## config.mk

```make
export PLATFORM = sky130hd
export DESIGN_NAME = tone_sequencer_flat
export DESIGN_NICKNAME = d
export VERILOG_FILES = /design/src/rtl/tone_sequencer_if.sv /design/src/rtl/tone_sequencer.sv /design/src/flat_wrapper.sv
export SDC_FILE = /design/constraint.sdc
export NUM_CORES = 1
export LEC_CHECK = 0
export CAP_MARGIN = 20
export CELL_PAD_IN_SITES_DETAIL_PLACEMENT = 0
export CELL_PAD_IN_SITES_GLOBAL_PLACEMENT = 1
export CORE_MARGIN = 1
export CORE_UTILIZATION = 44
export CTS_CLUSTER_DIAMETER = 200
export DETAILED_ROUTE_END_ITERATION = 16
export PLACE_DENSITY_LB_ADDON = 0.1
export SYNTH_ARGS = -nofsm -noshare
export SYNTH_HDL_FRONTEND = slang
export SYNTH_SLANG_ARGS = --single-unit
```

## constraint.sdc

```tcl
create_clock -name clk -period 3.2 [get_ports clk]
set_input_delay 0.64 -clock clk [delete_from_list [all_inputs] [get_ports clk]]
set_output_delay 0.64 -clock clk [all_outputs]
set_load 0.02 [all_outputs]
```

## src/rtl/tone_sequencer_if.sv

```systemverilog
// Control, pattern, tone inputs and status outputs of the tone sequencer.
// The master drives tones and control, the slave (sequencer) drives status.
interface tone_sequencer_if #(
  parameter int unsigned N_CH    = 4,
  parameter int unsigned SEL_W   = 3,
  parameter int unsigned SEQ_LEN = 8,
  parameter int unsigned IDX_W   = 3
);
  logic [N_CH-1:0]          in_wires;
  logic [SEQ_LEN*SEL_W-1:0] pattern;
  logic                     start;
  logic                     stop;
  logic                     loop_en;
  logic                     speaker;
  logic [IDX_W-1:0]         step;
  logic                     busy;
  logic                     done;

  modport master (
    output in_wires, pattern, start, stop, loop_en,
    input  speaker, step, busy, done
  );

  modport slave (
    input  in_wires, pattern, start, stop, loop_en,
    output speaker, step, busy, done
  );
endinterface

```

## src/rtl/tone_sequencer.sv

```systemverilog
// Steps through a latched sequence of tone selectors, one step per beat,
// and routes the chosen tone wire (or silence) to the speaker.
module tone_sequencer #(
  parameter int unsigned N_CH        = 4,
  parameter int unsigned SEL_W       = 3,
  parameter int unsigned SEQ_LEN     = 8,
  parameter int unsigned IDX_W       = 3,
  parameter int unsigned BEAT_CYCLES = 67108864,
  parameter int unsigned GAP_CYCLES  = 0
) (
  input  logic              clk,
  input  logic              reset,
  tone_sequencer_if.slave   bus
);

  localparam int unsigned CNT_W     = 32;
  localparam logic [CNT_W-1:0] BEAT_LAST = CNT_W'(BEAT_CYCLES - 1);
  localparam logic [CNT_W-1:0] GATE_END  = CNT_W'(BEAT_CYCLES - GAP_CYCLES);
  localparam logic [IDX_W-1:0] STEP_LAST = IDX_W'(SEQ_LEN - 1);

  typedef enum logic {IDLE, PLAY} state_t;

  state_t                   state;
  logic [CNT_W-1:0]         beat_cnt;
  logic [SEQ_LEN*SEL_W-1:0] pat_q;
  logic [IDX_W-1:0]         step_q;
  logic                     speaker_q;
  logic                     busy_q;
  logic                     done_q;

  logic [SEL_W-1:0]         sel_c;
  logic                     tone_c;
  logic                     gate_c;

  // Selector of the current step from the latched pattern
  always_comb begin
    sel_c = '0;
    for (int k = 0; k < SEQ_LEN; k++) begin
      if (step_q == IDX_W'(k)) sel_c = pat_q[k*SEL_W +: SEL_W];
    end
  end

  // Tone routing: selector 0 and selectors above N_CH are rests
  always_comb begin
    tone_c = 1'b0;
    for (int i = 0; i < N_CH; i++) begin
      if (sel_c == SEL_W'(i + 1)) tone_c = bus.in_wires[i];
    end
  end

  assign gate_c = (beat_cnt < GATE_END);

  // Sequencer FSM with registered outputs
  always_ff @(posedge clk or posedge reset) begin
    if (reset) begin
      state     <= IDLE;
      beat_cnt  <= '0;
      pat_q     <= '0;
      step_q    <= '0;
      speaker_q <= 1'b0;
      busy_q    <= 1'b0;
      done_q    <= 1'b0;
    end else begin
      done_q <= 1'b0;
      case (state)
        IDLE: begin
          speaker_q <= 1'b0;
          if (bus.start && !bus.stop) begin
            state    <= PLAY;
            busy_q   <= 1'b1;
            step_q   <= '0;
            beat_cnt <= '0;
            pat_q    <= bus.pattern;
          end
        end
        PLAY: begin
          if (bus.stop) begin
            state     <= IDLE;
            busy_q    <= 1'b0;
            speaker_q <= 1'b0;
            step_q    <= '0;
            beat_cnt  <= '0;
          end else begin
            speaker_q <= tone_c & gate_c;
            if (beat_cnt == BEAT_LAST) begin
              beat_cnt <= '0;
              if (step_q != STEP_LAST) begin
                step_q <= step_q + IDX_W'(1);
              end else if (bus.loop_en) begin
                step_q <= '0;
              end else begin
                state  <= IDLE;
                busy_q <= 1'b0;
                step_q <= '0;
                done_q <= 1'b1;
              end
            end else begin
              beat_cnt <= beat_cnt + CNT_W'(1);
            end
          end
        end
        default: state <= IDLE;
      endcase
    end
  end

  assign bus.speaker = speaker_q;
  assign bus.step    = step_q;
  assign bus.busy    = busy_q;
  assign bus.done    = done_q;

endmodule

```

## src/flat_wrapper.sv

```systemverilog
// flat-port wrapper written by rule: the top's interface ports become plain ports
module tone_sequencer_flat 
#(
  parameter int unsigned N_CH        = 4,
  parameter int unsigned SEL_W       = 3,
  parameter int unsigned SEQ_LEN     = 8,
  parameter int unsigned IDX_W       = 3,
  parameter int unsigned BEAT_CYCLES = 67108864,
  parameter int unsigned GAP_CYCLES  = 0
)
  (clk, reset, bus_in_wires, bus_pattern, bus_start, bus_stop, bus_loop_en, bus_speaker, bus_step, bus_busy, bus_done);
  tone_sequencer_if #(.N_CH(N_CH), .SEL_W(SEL_W), .SEQ_LEN(SEQ_LEN), .IDX_W(IDX_W)) bus_i ();
  input  logic clk;
  input  logic reset;
  input wire logic [$bits(bus_i.in_wires)-1:0] bus_in_wires;
  input wire logic [$bits(bus_i.pattern)-1:0] bus_pattern;
  input wire logic [$bits(bus_i.start)-1:0] bus_start;
  input wire logic [$bits(bus_i.stop)-1:0] bus_stop;
  input wire logic [$bits(bus_i.loop_en)-1:0] bus_loop_en;
  output wire logic [$bits(bus_i.speaker)-1:0] bus_speaker;
  output wire logic [$bits(bus_i.step)-1:0] bus_step;
  output wire logic [$bits(bus_i.busy)-1:0] bus_busy;
  output wire logic [$bits(bus_i.done)-1:0] bus_done;
  assign bus_i.in_wires = bus_in_wires;
  assign bus_i.pattern = bus_pattern;
  assign bus_i.start = bus_start;
  assign bus_i.stop = bus_stop;
  assign bus_i.loop_en = bus_loop_en;
  assign bus_speaker = bus_i.speaker;
  assign bus_step = bus_i.step;
  assign bus_busy = bus_i.busy;
  assign bus_done = bus_i.done;
  tone_sequencer #(.N_CH(N_CH), .SEL_W(SEL_W), .SEQ_LEN(SEQ_LEN), .IDX_W(IDX_W), .BEAT_CYCLES(BEAT_CYCLES), .GAP_CYCLES(GAP_CYCLES)) u_core (.clk(clk), .reset(reset), .bus(bus_i));
endmodule
```

Yosys cells after proc, flatten, opt, wreduce, memory -nomap -nowiden
Index checks and enable logic that the tools add are counted.
- bits in writable memories: 0
- logic and storage cells: 75
- ROM bits: 0
- latch bits: 0
- memories: 0
- bits in registers: 63
- order comparisons: 1
- add/subtract/negate cells: 2
- multiplexer cells: 40
- multipliers: 0
- shift operators: 0
- bitwise operators: 2
- reductions and logical operators: 6
- equal/unequal tests: 17
- divide/modulo/power cells: 0
- operators with widths (operator ; count):
    two-way mux 32 bit ; 3
    case mux 32 bit (2 select lines) ; 1
    two-way mux 3 bit ; 12
    adder 32 x 1 -> 32 bit, second input constant ; 1
    == test 32 x 26 -> 1 bit, second input constant ; 1
    less-than comparator 32 x 27 -> 1 bit, second input constant ; 1
    two-way mux 1 bit ; 20
    == test 3 bit, second input constant ; 5
    == test 3 x 2 -> 1 bit, second input constant ; 4
    inequality test 3 bit, second input constant ; 4
    == test 3 x 1 -> 1 bit, second input constant ; 2
    case mux 1 bit (2 select lines) ; 3
    case mux 3 bit (2 select lines) ; 1
    AND reduction 2 bit ; 2
    AND reduction 4 bit ; 1
    adder 3 x 1 -> 3 bit, second input constant ; 1
    zero test 3 bit ; 1
    inequality test 2 x 1 -> 1 bit, second input constant ; 1
    AND 1 bit ; 1
    logical AND 1 bit ; 1
    zero test 1 bit ; 1
    inverter 1 bit ; 1

Logic depth before layout (Yosys ltp)
- word-level depth: 17
- mapped depth: 10
- mapped depth without buffers: 8

Least setup slack after synthesis
OpenSTA, ideal clock, no wires.
- kind: flip-flop to flip-flop
- from: register u_core.step_q[2] (netlist: u_core.bus.step[2])
- to: register u_core.speaker_q (netlist: u_core.bus.speaker)
- setup slack: 591 ps
- data arrival time: 2515 ps
- stages on the path, launching flop included: 10
- path buffers: 2
- required time: 3106 ps
- cells stage by stage: dfrtp_1 -> buf_2 -> inv_1 -> ha_1 -> clkbuf_1 -> a2111oi_0 -> a2bb2oi_1 -> mux2i_1 -> or3b_2 -> a211oi_1
- word-level cells in the longest chain between the ends: 17
- ends and longest elaborated chain (element ; line ; RTL):
    from (decl) ; tone_sequencer.sv:26 ; logic [IDX_W-1:0] step_q;
    from (signal assigned) ; tone_sequencer.sv:88 ; step_q <= step_q + IDX_W'(1);
    zero test 3 bit ; tone_sequencer.sv:39 ; if (step_q == IDX_W'(k)) sel_c = pat_q[k*SEL_W +: SEL_W];
    two-way mux 3 bit (7 in series) ; tone_sequencer.sv:39 ;
    two-way mux 3 bit * ; tone_sequencer.sv:39 ;
    == test 3 x 1 -> 1 bit ; tone_sequencer.sv:47 ; if (sel_c == SEL_W'(i + 1)) tone_c = bus.in_wires[i];
    two-way mux 1 bit (3 in series) ; tone_sequencer.sv:47 ;
    two-way mux 1 bit * ; tone_sequencer.sv:47 ;
    AND 1 bit * ; tone_sequencer.sv:84 ; speaker_q <= tone_c & gate_c;
    two-way mux 1 bit * ; tone_sequencer.sv:77 ; if (bus.stop) begin
    case mux 1 bit (2 select lines) * ; tone_sequencer.sv:65 ; case (state)
    to (signal assigned) ; tone_sequencer.sv:84 ;
    to (decl) ; tone_sequencer.sv:27 ; logic speaker_q;
Every way passes the cells marked *; elsewhere a longest branch is shown, timed or not.
A chain may end at the register's enable or synchronous reset.

Worst setup path after layout
- from: register u_core.step_q[0] (netlist: u_core.bus.step[0])
- to: register u_core.speaker_q (netlist: u_core.bus.speaker)
The elaborated chain is that of the path after synthesis.

==> reports/results.ini <==
[outcome]
status=completed

[worst_setup_path]
critPathBufInv=1
path_max_fanout=13
rr_startpoint=u_core.bus.step[0]$_DFFE_PP0P_
worstPathArrival_ns=2.91
critical_path.startpoint_type=register
cp_data_required_time_ns=3.46
cp-end-kind=register
slowest_delay_ns=0.47
reg2reg_depth=8
crit_slowest_cell=or3b_2
r2r_end=u_core.bus.speaker$_DFF_PP0_
cp_top_family=compound AO/OA/AOI/OAI gates
reg2reg_slack_ns=0.54
crit_chain=inv_1, ha_1, a21oi_1, a2111oi_0, a2bb2oi_1, mux2i_1, or3b_2, a211oi_1
cp_num_cells=8
worstSetupPathType=reg -> reg

[logic_synthesis]
synthDistinctLibCells=54
synth-seq-cells=63
ys_warn_count=0
postSynthCellCount=335
netlist_area_um2=3370
synthesis.nets=375
ys_seq_area_frac=0.468
synth_edf_count=0
ys_async_sr_fraction=1.00
ys.flop_type=dfrtp_1
avgSynthCellArea_um2=10.0

[sta]
finalCriticalPeriod_ns=2.66
setup_viol=0
worstMarginPinSlew_ns=0.603
report.final.slew_viol_count=0
rsz0062_at_grt=false
relSlewSlack=0.593
max_freq_mhz=376
finalClockSkew_ns=0.00642
fin_tns_setup_ns=0
hold_viol_final=0
fin_crit_sh=0.831

[place]
placed_area_um2=3840
port_buffers=38
gp_routability_congestion=0.813
dp.final_hpwl_um=5150

[die]
placementRows=31
core_area_um2=7330
dieArea_um2=8000
io_pins=39
die_w_um=89.5
start_util=0.459
chipHeight_um=89.5

[route]
drc=0
ant_nets=0
totalWireLength_um=7520
wire_per_inst_um=15.7
drt-initial-drc-count=125
via_per_inst=5.40
dr_total_vias=2580
firstDrtPassIters=4

[global_routing]
antenna_found_initial=0
overflow=0
grt_pass1_vias=2480
grt_pass1_wl_um=12300
grt_max_degree=64
grtUsageTotal=0.211

[cts]
cts_hold_buf=0
cts_buffers=9
insertion_delay_ns=0.34
root_buffer=clkbuf_8
ctsResizeCount=0
cts_tree=built
clk_pin_slew_worst_paths_ns=0.07
cts.path.max_buffers=2
cts_sinks=63
cts_setup_buffers=0
htreeDepth=3

[pwr]
powerDensity_nw_per_um2=507
leakage_nw=1.69
power_w=0.00207
max-vdd-ir-drop_mv=0.271

[finish]
fin_area_um2=4080
area_growth_syn_to_layout_pct=21.1
drive_above_1_share=0.156
nets=414
nFillCells=655
final_cell_mix=63 x dfrtp_1, 38 x clkdlybuf4s50_1, 28 x nand2_1
diodes=0
mostFrequentLayoutCell=dfrtp_1

[min_path]
hp-start=u_core.beat_cnt[20]$_DFFE_PP0P_
hold_class=reg -> reg
whs_endpoint=u_core.beat_cnt[20]$_DFFE_PP0P_
whs_path_depth=1

[job]
cap_violations=0

-- synthesized netlist by cell type, drive strengths merged, types with 4 or more instances --
| library cell | number | area, um^2 |
|---|---|---|
| dfrtp | 63 | 1580 |
| nor4 | 4 | 70.1 |
| nor3 | 6 | 30.0 |
| mux2 | 23 | 259 |
| nand2 | 29 | 111 |
| nand3 | 14 | 70.1 |
| inv | 12 | 45.0 |
| a31oi | 10 | 62.6 |
| ha | 7 | 87.6 |
| clkbuf | 9 | 33.8 |
| mux2i | 4 | 40.0 |
| nand2b | 5 | 31.3 |
| buf | 8 | 60.1 |
| or3 | 9 | 56.3 |
| a21oi | 15 | 75.1 |
| o21ai | 21 | 109 |
| xor2 | 14 | 123 |
| and3 | 5 | 31.3 |
| a211oi | 4 | 30.0 |
| nand4 | 6 | 37.5 |
| nor2 | 30 | 123 |
-- kinds of logic (layout without fill, tap and decap cells) --
family,count (synthesis),after routing,synth area share
xor gates and xnor gates,15,15,0.0390
buffers and inverters,29,73,0.0413
muxes,27,27,0.0888
DFF,63,63,0.468
AOI/OAI and AO/OA,67,67,0.126
and+or+nand+nor,127,127,0.210
adders and majority gates,7,7,0.0260
-- power breakdown --
group	internal (W)	total (W)	switching, W	leakage [nW]
logic	0.000175	0.000336	0.000162	0.759
registers	0.000877	0.000934	0.0000562	0.821
clock network	0.000479	0.000796	0.000317	0.112
total	0.00153	0.00207	0.000535	1.69
-- sequential cells by signal, indices dropped and copies added (netlist names) --
register            flops
u_core.beat_cnt        32
u_core.bus.busy         1
u_core.bus.done         1
u_core.bus.speaker      1
u_core.bus.step         3
u_core.pat_q           24
u_core.state            1
-- worst max path at each step --
| stage | startpoint | endpoint | slack (ns) |
|---|---|---|---|
| 3_5_place_dp | u_core.bus.step[0]$_DFFE_PP0P_ | u_core.bus.speaker$_DFF_PP0_ | 0.55 |
| 5_1_grt | u_core.bus.step[1]$_DFFE_PP0P_ | u_core.bus.speaker$_DFF_PP0_ | 0.31 |
| 4_1_cts | u_core.bus.step[0]$_DFFE_PP0P_ | u_core.bus.speaker$_DFF_PP0_ | 0.54 |
| 2_1_floorplan | u_core.bus.step[2]$_DFFE_PP0P_ | u_core.bus.speaker$_DFF_PP0_ | 0.59 |
| 6_report | u_core.bus.step[0]$_DFFE_PP0P_ | u_core.bus.speaker$_DFF_PP0_ | 0.54 |
| 3_3_place_gp | u_core.bus.step[0]$_DFFE_PP0P_ | u_core.bus.speaker$_DFF_PP0_ | 0.64 |
-- metal layers --
layer / part of all wire / GRT usage
met1: 0.50 / 0.295
met3: 0.038 / 0.0600
met5: 0 / 0
met2: 0.46 / 0.315
met4: 0.0082 / 0.0693
-- final cells by class --
type	count	area (um^2)	area share
clock buffer	11	151	0.0372
tap	99	124	0.0304
sequential	63	1580	0.387
timing repair buffer	45	445	0.109
multi-input combinational	243	1650	0.406
inverter	12	45.0	0.0111
clock inverter	5	80.1	0.0196
-- per-stage QoR --
step,std cells,util,hold WS [ns],setup WS (ns)
3_3_place_gp,462,0.524,0.472,0.636
6_report,478,0.556,0.494,0.541
4_1_cts,478,0.556,0.488,0.536
3_5_place_dp,462,0.524,0.472,0.547
5_1_grt,478,0.556,0.519,0.306
2_1_floorplan,335,-,0.444,0.591
Note: power is estimated with default switching activity, not from simulation.
==> RTL edit, RTL diff (same flow settings) <==
`N_CH` is set to 4 in 3 places; all go to 3.
--- a/src/rtl/tone_sequencer_if.sv
+++ b/src/rtl/tone_sequencer_if.sv
@@ -1,7 +1,7 @@
 // Control, pattern, tone inputs and status outputs of the tone sequencer.
 // The master drives tones and control, the slave (sequencer) drives status.
 interface tone_sequencer_if #(
-  parameter int unsigned N_CH    = 4,
+  parameter int unsigned N_CH    = 3,
   parameter int unsigned SEL_W   = 3,
   parameter int unsigned SEQ_LEN = 8,
   parameter int unsigned IDX_W   = 3
--- a/src/rtl/tone_sequencer.sv
+++ b/src/rtl/tone_sequencer.sv
@@ -1,7 +1,7 @@
 // Steps through a latched sequence of tone selectors, one step per beat,
 // and routes the chosen tone wire (or silence) to the speaker.
 module tone_sequencer #(
-  parameter int unsigned N_CH        = 4,
+  parameter int unsigned N_CH        = 3,
   parameter int unsigned SEL_W       = 3,
   parameter int unsigned SEQ_LEN     = 8,
   parameter int unsigned IDX_W       = 3,
--- a/src/flat_wrapper.sv
+++ b/src/flat_wrapper.sv
@@ -1,7 +1,7 @@
 // flat-port wrapper written by rule: the top's interface ports become plain ports
 module tone_sequencer_flat 
 #(
-  parameter int unsigned N_CH        = 4,
+  parameter int unsigned N_CH        = 3,
   parameter int unsigned SEL_W       = 3,
   parameter int unsigned SEQ_LEN     = 8,
   parameter int unsigned IDX_W       = 3,
Ports: changed (resized bus_in_wires); port bits go from 39 to 38. No check against the original RTL was run, so the function may have changed too.
==> RTL edit against the unedited design <==
Non-clock buffer count unchanged. Sequential share of layout area decreased by 0.19 points. Sequential cell count unchanged. Sequential power increased by 8%. Area after synthesis increased by 0.37%. Clock skew about the same. Cell area increased by 0.49%. Wire length increased by 1.3%. Total power increased by 17%. Maximum frequency increased by 10%. Clock power increased by 6.0%. Worst hold slack got worse by 0.0034 ns. Worst setup slack improved by 0.25 ns. Critical path type unchanged.
==> RTL edit: results (changes against the unedited design) <==
clk_skew=0.00657 ns (was 0.00642 ns); largest net degree at the start of global routing=36 (was 64); CP max-delay cell=a41o_2 (was or3b_2); clock tree buffer depth=2 (unchanged); max FFs per register=32 (unchanged); number of synthesis warnings=0 (unchanged); Worst R2R Path Depth=8 (unchanged); Worst-Skew Late Latency=0.34 ns (about the same); drt first pass iters=4 (unchanged); Rel. slew slack=57.3% (was 59.3%); Largest Register=u_core.beat_cnt (unchanged); synth top area cells=dfrtp_1 (47%), mux2_2 (7.3%), nand2_1 (5.1%), o21ai_0 (4.7%), a21oi_1 (2.7%) (was dfrtp_1 (47%), mux2_2 (7.4%), xor2_1 (3.6%), nand2_1 (3.1%), nor2_1 (3.1%)); Syn Nets=396 (was 375); share of layout cells above drive strength 1=13.8% (was 15.6%); Placer Congestion=0.752 (was 0.813); htree depth=3 (unchanged); Post-synth top cells=dfrtp_1 (63), nand2_1 (46), o21ai_0 (32), mux2_2 (22), nor2_1 (20) (was dfrtp_1 (63), nand2_1 (28), nor2_1 (28), mux2_2 (22), o21ai_0 (18)); initial antenna violation count=0 (unchanged); post-place setup slack=0.670 ns (was 0.547 ns); global-route wire length before repair=12,500 um (was 12,300 um); crit path to=u_core.beat_cnt[15] (was u_core.bus.speaker); # nets final=432 (was 414); clk slew on worst S/H paths=0.07 ns (about the same); crit path from=u_core.beat_cnt[0] (was u_core.bus.step[0]); total track usage=20.8% (was 21.1%); P_leak=1.67 nW (was 1.69 nW); Peak VDD IR=0.307 mV (was 0.271 mV); Gate Count Post-Synth=357 (was 335); Distinct cells, synth=49 (was 54); vias in the first global route=2,645 (was 2,480); post_cts resized=0 (unchanged); CTS root buf=clkbuf_8 (unchanged); cell count after placement=481 (was 462); Inserted Diodes=0 (unchanged); routed len/inst=15.3 um (was 15.7 um); Port Buffers=37 (was 38); sequential area share after synthesis=46.7% (was 46.8%); CP arrival=2.64 ns (was 2.91 ns); Placed Instance Area=0.00385 sq mm (was 0.00384 sq mm); status=finished, final reports clean (unchanged); fraction of registers with async set/reset=100% (unchanged); via count=2,782 (was 2,580); reg2reg setup slack=0.79 ns (was 0.54 ns); CTS buffer count=9 (unchanged); final setup margin=0.791 ns (was 0.541 ns); Worst Path Max Fanout=18 (was 13); Post-CTS Setup Repair Bufs=0 (unchanged); Hold Crit Class=flip-flop to flip-flop (unchanged); drt total wl=7620 um (was 7520 um); dpl hpwl=5180 um (was 5150 um); Crit path largest cell delay=0.48 ns; initial DRC count=129 (was 125)
## RTL edit: changes by cell type in the layout (fill, tap and decap cells not counted), moves of 4 or more
cell and change:
o21ai_0 +14, nand2_1 +18, or3_1 -8, o21ai_1 +9
mux2i_1 -4, nand4_1 +6, xor2_1 -12, nor2_1 -7
a21o_1 +4, o31ai_1 +9
## RTL edit: area by class of cell
class                      instances  area (sq um)
multi-input combinational        265          1670
clock inverter                     7           121
fill                             643          3240
tap                               99           124
sequential                        63          1580
inverter                           9          33.8
clock buffer                       9           124
timing repair buffer              45           443
## RTL edit: logic make-up after synthesis
kind of cell             share of synthesized area (%)
adder cells (fa/ha/maj)                           2.59
XOR/XNOR                                         0.519
flip-flops                                        46.7
multiplexers                                      7.33
buffers and inverters                             3.81
AND/OR/NAND/NOR                                   19.9
AO/OA/AOI/OAI                                     19.1
## RTL edit: layer usage
metal / track usage, % / wire length [um] / share of wire [%] / up-vias
met4: 7.07 / 112 / 1.5 / 0
li1: - / - / - / 1387
met5: 0 / 0 / 0 / -
met1: 24.3 / 3380 / 44 / 1334
met2: 36.8 / 3790 / 50 / 52
met3: 5.48 / 337 / 4.4 / 9
## RTL edit: worst max-delay path: cells and delay by family, from the launching register on
kind                     cells  cell delay (ns)
AND/OR/NAND/NOR              3             0.69
AO/OA/AOI/OAI                3             0.66
flip-flops                   1             0.44
adder cells (fa/ha/maj)      1             0.27
buffers and inverters        1             0.24
## RTL edit: report_power, final
| group | total (mW) | leakage, nW | switching, mW | internal, mW |
|---|---|---|---|---|
| Sequential | 1.01 | 0.821 | 0.0886 | 0.926 |
| Clock | 0.844 | 0.112 | 0.326 | 0.518 |
| Combinational | 0.565 | 0.737 | 0.292 | 0.273 |
| Total | 2.42 | 1.67 | 0.707 | 1.72 |
## RTL edit: worst min path at each step
stage | start | end | slack (ns) | depth (start not counted)
2_1_floorplan | u_core.beat_cnt[17] | u_core.beat_cnt[17] | 0.44 | 1
6_report | u_core.beat_cnt[18] | u_core.beat_cnt[18] | 0.49 | 1
5_1_grt | u_core.beat_cnt[18] | u_core.beat_cnt[18] | 0.50 | 1
3_5_place_dp | u_core.beat_cnt[18] | u_core.beat_cnt[18] | 0.47 | 1
3_3_place_gp | u_core.beat_cnt[18] | u_core.beat_cnt[18] | 0.46 | 1
4_1_cts | u_core.beat_cnt[18] | u_core.beat_cnt[18] | 0.49 | 1
